<file path="config.mk">
export PLATFORM = sky130hd
export DESIGN_NAME = fetch_sequencer
export DESIGN_NICKNAME = d
export VERILOG_FILES = /design/src/rtl/fetch_sequencer.sv
export SDC_FILE = /design/constraint.sdc
export NUM_CORES = 1
export LEC_CHECK = 0
export BUFFER_PORTS_ARGS = -buffer_cell sky130_fd_sc_hd__buf_2
export CORE_ASPECT_RATIO = 0.8
export CORE_MARGIN = 2
export CORE_UTILIZATION = 35
export DETAILED_ROUTE_END_ITERATION = 10
export GPL_TIMING_DRIVEN = 1
export PLACE_DENSITY_LB_ADDON = 0.25
export SLEW_MARGIN = 20
export SYNTH_ARGS = -nofsm -noshare
export SYNTH_HDL_FRONTEND = slang
export SYNTH_SLANG_ARGS = --single-unit
</file>
<file path="constraint.sdc">
create_clock -name clk -period 3.1 [get_ports clk]
set_input_delay 0 -clock clk [delete_from_list [all_inputs] [get_ports clk]]
set_output_delay 0 -clock clk [all_outputs]
set_load 0.03 [all_outputs]
</file>
<file path="src/rtl/fetch_sequencer.sv">
// Instruction fetch sequencer: owns the PC, assembles 32-bit instructions from four byte reads,
// hands them to decode with valid/ready. Optional perf counters under FETCH_PERF_CNT_EN.
module fetch_sequencer #(
  parameter int              PC_W       = 64,
  parameter int              IMEM_BYTES = 4096,
  parameter logic [PC_W-1:0] RESET_PC   = '0
) (
  input  logic            clk,
  input  logic            rst_n,
  input  logic            fetch_en,
  output logic            mem_req,
  output logic [PC_W-1:0] mem_addr,
  input  logic            mem_ack,
  input  logic [7:0]      mem_rdata,
  output logic [31:0]     inst,
  output logic [PC_W-1:0] inst_pc,
  output logic            inst_valid,
  input  logic            inst_ready,
  input  logic            br_taken,
  input  logic [PC_W-1:0] br_target,
  output logic            halted,
  output logic            fault
`ifdef FETCH_PERF_CNT_EN
  ,
  output logic [31:0]     perf_inst,
  output logic [31:0]     perf_stall
`endif
);

  typedef enum logic [2:0] {IDLE, B0, B1, B2, B3, VALID, HALTED, FAULT} state_t;

  localparam logic [PC_W-1:0] PC_MAX = PC_W'(IMEM_BYTES - 4);

  state_t          state, state_nxt;
  logic [PC_W-1:0] pc;
  logic [1:0]      byte_idx;
  logic            consume;
  logic            is_halt;

  assign is_halt    = (inst[31:21] == 11'h7FF);
  assign consume    = (state == VALID) && inst_ready;
  assign inst_valid = (state == VALID);
  assign inst_pc    = pc;
  assign halted     = (state == HALTED);
  assign fault      = (state == FAULT);

  always_ff @(posedge clk or negedge rst_n) begin
    if (!rst_n) state <= IDLE;
    else        state <= state_nxt;
  end

  always_comb begin
    state_nxt = state;
    mem_req   = 1'b0;
    byte_idx  = 2'd0;
    unique case (state)
      IDLE: if (fetch_en) state_nxt = ((pc[1:0] != 2'b00) || (pc > PC_MAX)) ? FAULT : B0;
      B0: begin mem_req = 1'b1; byte_idx = 2'd0; if (mem_ack) state_nxt = B1;    end
      B1: begin mem_req = 1'b1; byte_idx = 2'd1; if (mem_ack) state_nxt = B2;    end
      B2: begin mem_req = 1'b1; byte_idx = 2'd2; if (mem_ack) state_nxt = B3;    end
      B3: begin mem_req = 1'b1; byte_idx = 2'd3; if (mem_ack) state_nxt = VALID; end
      VALID: if (inst_ready) state_nxt = is_halt ? HALTED : IDLE;
      HALTED: state_nxt = HALTED;
      FAULT:  state_nxt = FAULT;
      default: state_nxt = IDLE;
    endcase
    // Outside a byte phase the address shows the PC, so a faulting PC stays observable.
    mem_addr = mem_req ? (pc + PC_W'(byte_idx)) : pc;
  end

  always_ff @(posedge clk or negedge rst_n) begin
    if (!rst_n) begin
      pc   <= RESET_PC;
      inst <= '0;
    end else begin
      if (mem_req && mem_ack)
        inst[{byte_idx, 3'b000} +: 8] <= mem_rdata;
      if (consume && !is_halt)
        pc <= br_taken ? br_target : (pc + PC_W'(4));
    end
  end

`ifdef FETCH_PERF_CNT_EN
  function automatic logic [31:0] sat_inc(input logic [31:0] v);
    return (v == 32'hFFFF_FFFF) ? v : (v + 32'd1);
  endfunction

  always_ff @(posedge clk or negedge rst_n) begin
    if (!rst_n) begin
      perf_inst  <= '0;
      perf_stall <= '0;
    end else begin
      if (consume)
        perf_inst <= sat_inc(perf_inst);
      if (((state == VALID) && !inst_ready) || (mem_req && !mem_ack))
        perf_stall <= sat_inc(perf_stall);
    end
  end
`endif

endmodule
</file>
==> out/qor.yml <==
outcome:
  status: "finished, final reports clean"
logic_synthesis:
  synthFlopType: "dfrtp_1"
  netlist_instances: 920
  yosys_warnings: 0
  seq_area_frac_synth_pct: 33.7
  syn_avg_cell_area_um2: 8.00
  async_reset_ff_share_pct: 100
  synth_edf_count: 0
  ys_types: 64
  synth_area_um2: 7360
  ys_ff_latch: 99
  synth_nets: 1002
timing:
  tightest_slew_ps: 763
  setup_violations: 0
  slew_headroom_pct: 49.0
  skew_ps: 10.6
  fmax_mhz: 337
  hold_viol: 0
  fin_crit_ps: 2970
  period_share_pct: 95.8
  setup_ws_ps: 130
  grt_setup_unrepaired: "true"
  drv_slew: 0
worst_setup_path:
  crit_chain: "nand3_2 > or4_4 > or4_1 > nor4_2 > xor2_1 > buf_2"
  cp-start-kind: "flop"
  crit_arrival_ps: 2970
  r2r_slack_ps: 380
  critPathKind: "reg -> out"
  cp-end-kind: "output pin"
  r2r_end: "inst_pc[63]$_DFFE_PN0P_"
  slowest_stage: "or4_1"
  critPathLaunch: "inst_pc[35]$_DFFE_PN0P_"
  path_max_fanout: 6
  reg2reg_from: "inst_pc[2]$_DFFE_PN0P_"
  critPathRequiredTime_ps: 3100
  ff2ff_path_depth: 5
  cp_slowest_stage_delay_ps: 670
final_layout:
  layout.nets: 1271
  antenna_cells: 0
  register_area_um2: 2480
  fill_cells: 2087
  layout_commonest_cell: "buf_2"
  final_cell_mix: "buf_2 (240), dfrtp_1 (96), nand2_1 (81), nor2_1 (64), nand3_1 (60)"
  multi_input_area_um2: 4500
  area_delta_synth_final_pct: 34.1
  final_area_um2: 9870
  drive_gt1_share_pct: 30.4
cts:
  clk_latency_ps: 360
  cts_tree: "done"
  h-tree-depth: 3
  cts_sinks: 99
  cts-root-buf: "clkbuf_16"
  cts_max_path_buffers: 2
  cts_buffers: 9
  cts.clk_slew.worst_paths_ps: 80
placed_design:
  gp_congestion: 0.982
  placement.cell_area_um2: 8980
  preCtsSetupSlack_ps: 330
  port_buffers: 241
  dp_hpwl_um: 23200
global_route:
  grt_max_degree: 53
  grt-ovfl-total: 0
  grt_usage_pct: 27.2
  grtUsageMet2_pct: 39.1
  use_met1_pct: 40.3
  grt.met3_usage_pct: 7.25
  busiest_layer: "met1"
  grt_antenna_before_repair: 0
  grt_pass1_wl_um: 47500
  grt_pass1_vias: 7950
floorplanning:
  fp-row-count: 47
  pin_count: 242
  dieArea_um2: 22200
  fp.dieH_um: 134
  coreArea_um2: 20600
  die_x_um: 166
  start_util_pct: 35.7
pwr:
  power_leakage_uw: 0.00404
  powerDensity_nw_per_um2: 960
  peakVddDrop_mv: 0.627
  finalPower_uw: 9480
worst_hold_path:
  min_from: "br_target[51]"
  min_path_cells: 3
  whs_endpoint: "inst_pc[51]$_DFFE_PN0P_"
  holdCritPathClass: "in -> reg"
route:
  drc: 0
  vias: 8715
  dr.pass1.iters: 5
  vias_per_cell: 5.96
  wl_um: 31300
  wire_per_inst_um: 21.4
  drt-initial-drc-count: 1155
  antenna_left: 0
flow_run:
  drv_cap: 0
-- kinds of logic (layout without fill, tap and decap cells) --
kind of cell               count (synthesis)  in the layout  share of synthesized area (%)
adders and majority gates                  4              4                          0.782
buffers and inverters                    105            379                           5.75
xor gates and xnor gates                  62             62                           7.38
muxes                                     30             30                           4.54
AOI/OAI and AO/OA                        178            178                           15.7
DFF                                       99             99                           33.7
and+or+nand+nor                          442            442                           32.2
-- synthesized netlist by cell type (8+ instances only) --
master	number	area, um2
dfrtp_1	99	2480
nand2_1	83	312
clkbuf_1	67	251
nor2_1	66	248
nand3_1	60	300
nor3_1	51	255
o21ai_0	49	245
nor4_1	48	300
a21oi_1	45	225
nand4_1	44	275
xnor2_1	35	307
mux2_2	27	304
xor2_1	27	236
or4_1	22	165
buf_2	20	100
o2bb2ai_1	13	114
and4_1	12	105
inv_1	12	45.0
or3_1	11	68.8
and2_1	10	62.6
and3_1	10	62.6
a211oi_1	8	60.1
o22ai_1	8	50.1
-- power breakdown --
| part | internal (uW) | leakage, uW | switching [uW] |
|---|---|---|---|
| sequential | 1850 | 0.00116 | 950 |
| combinational | 1770 | 0.00273 | 3710 |
| clock | 583 | 0.000152 | 615 |
| total | 4210 | 0.00404 | 5280 |
-- through the flow --
| step | hold slack [ps] | cells | util (%) | TNS, ps |
|---|---|---|---|---|
| global route | 24.3 | 1463 | 47.8 | -6.82 |
| global placement | 89.1 | 1392 | 43.5 | 0 |
| finish | 4.28 | 1463 | 47.8 | 0 |
| CTS | 2.63 | 1461 | 47.6 | 0 |
| detailed placement | 78.2 | 1392 | 43.5 | 0 |
| floorplan | -296 | 920 | - | 0 |
-- final cells by class --
| class | count | area share, % |
|---|---|---|
| clock buffer | 9 | 2.28 |
| clock inverter | 7 | 0.900 |
| inverter | 12 | 0.456 |
| multi-input combinational | 716 | 45.6 |
| sequential | 99 | 25.1 |
| tap | 269 | 3.41 |
| timing repair buffer | 351 | 22.2 |
-- routing by layer --
layer / share of wire [%] / vias up
met5: 0 / -
met4: 2.2 / 0
met3: 11 / 52
met2: 42 / 536
met1: 45 / 4152
li1: - / 3975
-- state kept, by name (all words and copies together), names as in the netlist --
name,cells
inst,32
inst_pc,64
state,3
-- worst max-delay path by stage --
stage,to,cells after the start
after floorplan,mem_addr[60],8
after global routing,mem_addr[54],8
after global placement,mem_addr[33],10
after CTS,mem_addr[60],8
final,mem_addr[60],6
after detailed placement,mem_addr[61],10
-- worst max-delay path: cells and delay by family (launching register included) --
kind	cells	cell delay [ps]
xor gates and xnor gates	1	160
and+or+nand+nor	4	1730
DFF	1	510
buffers and inverters	1	210
-- repair_timing --
action / 4_1_cts / 5_1_grt
buffers inserted: 0 / 2
resized for setup: 1 / 8
hold endpoints to repair: 123 / 0
pin swaps: 0 / 1
endpoints found under the setup margin: 3 / 15
hold buffers: 53 / 0
Note: power is estimated with default switching activity, not from simulation.
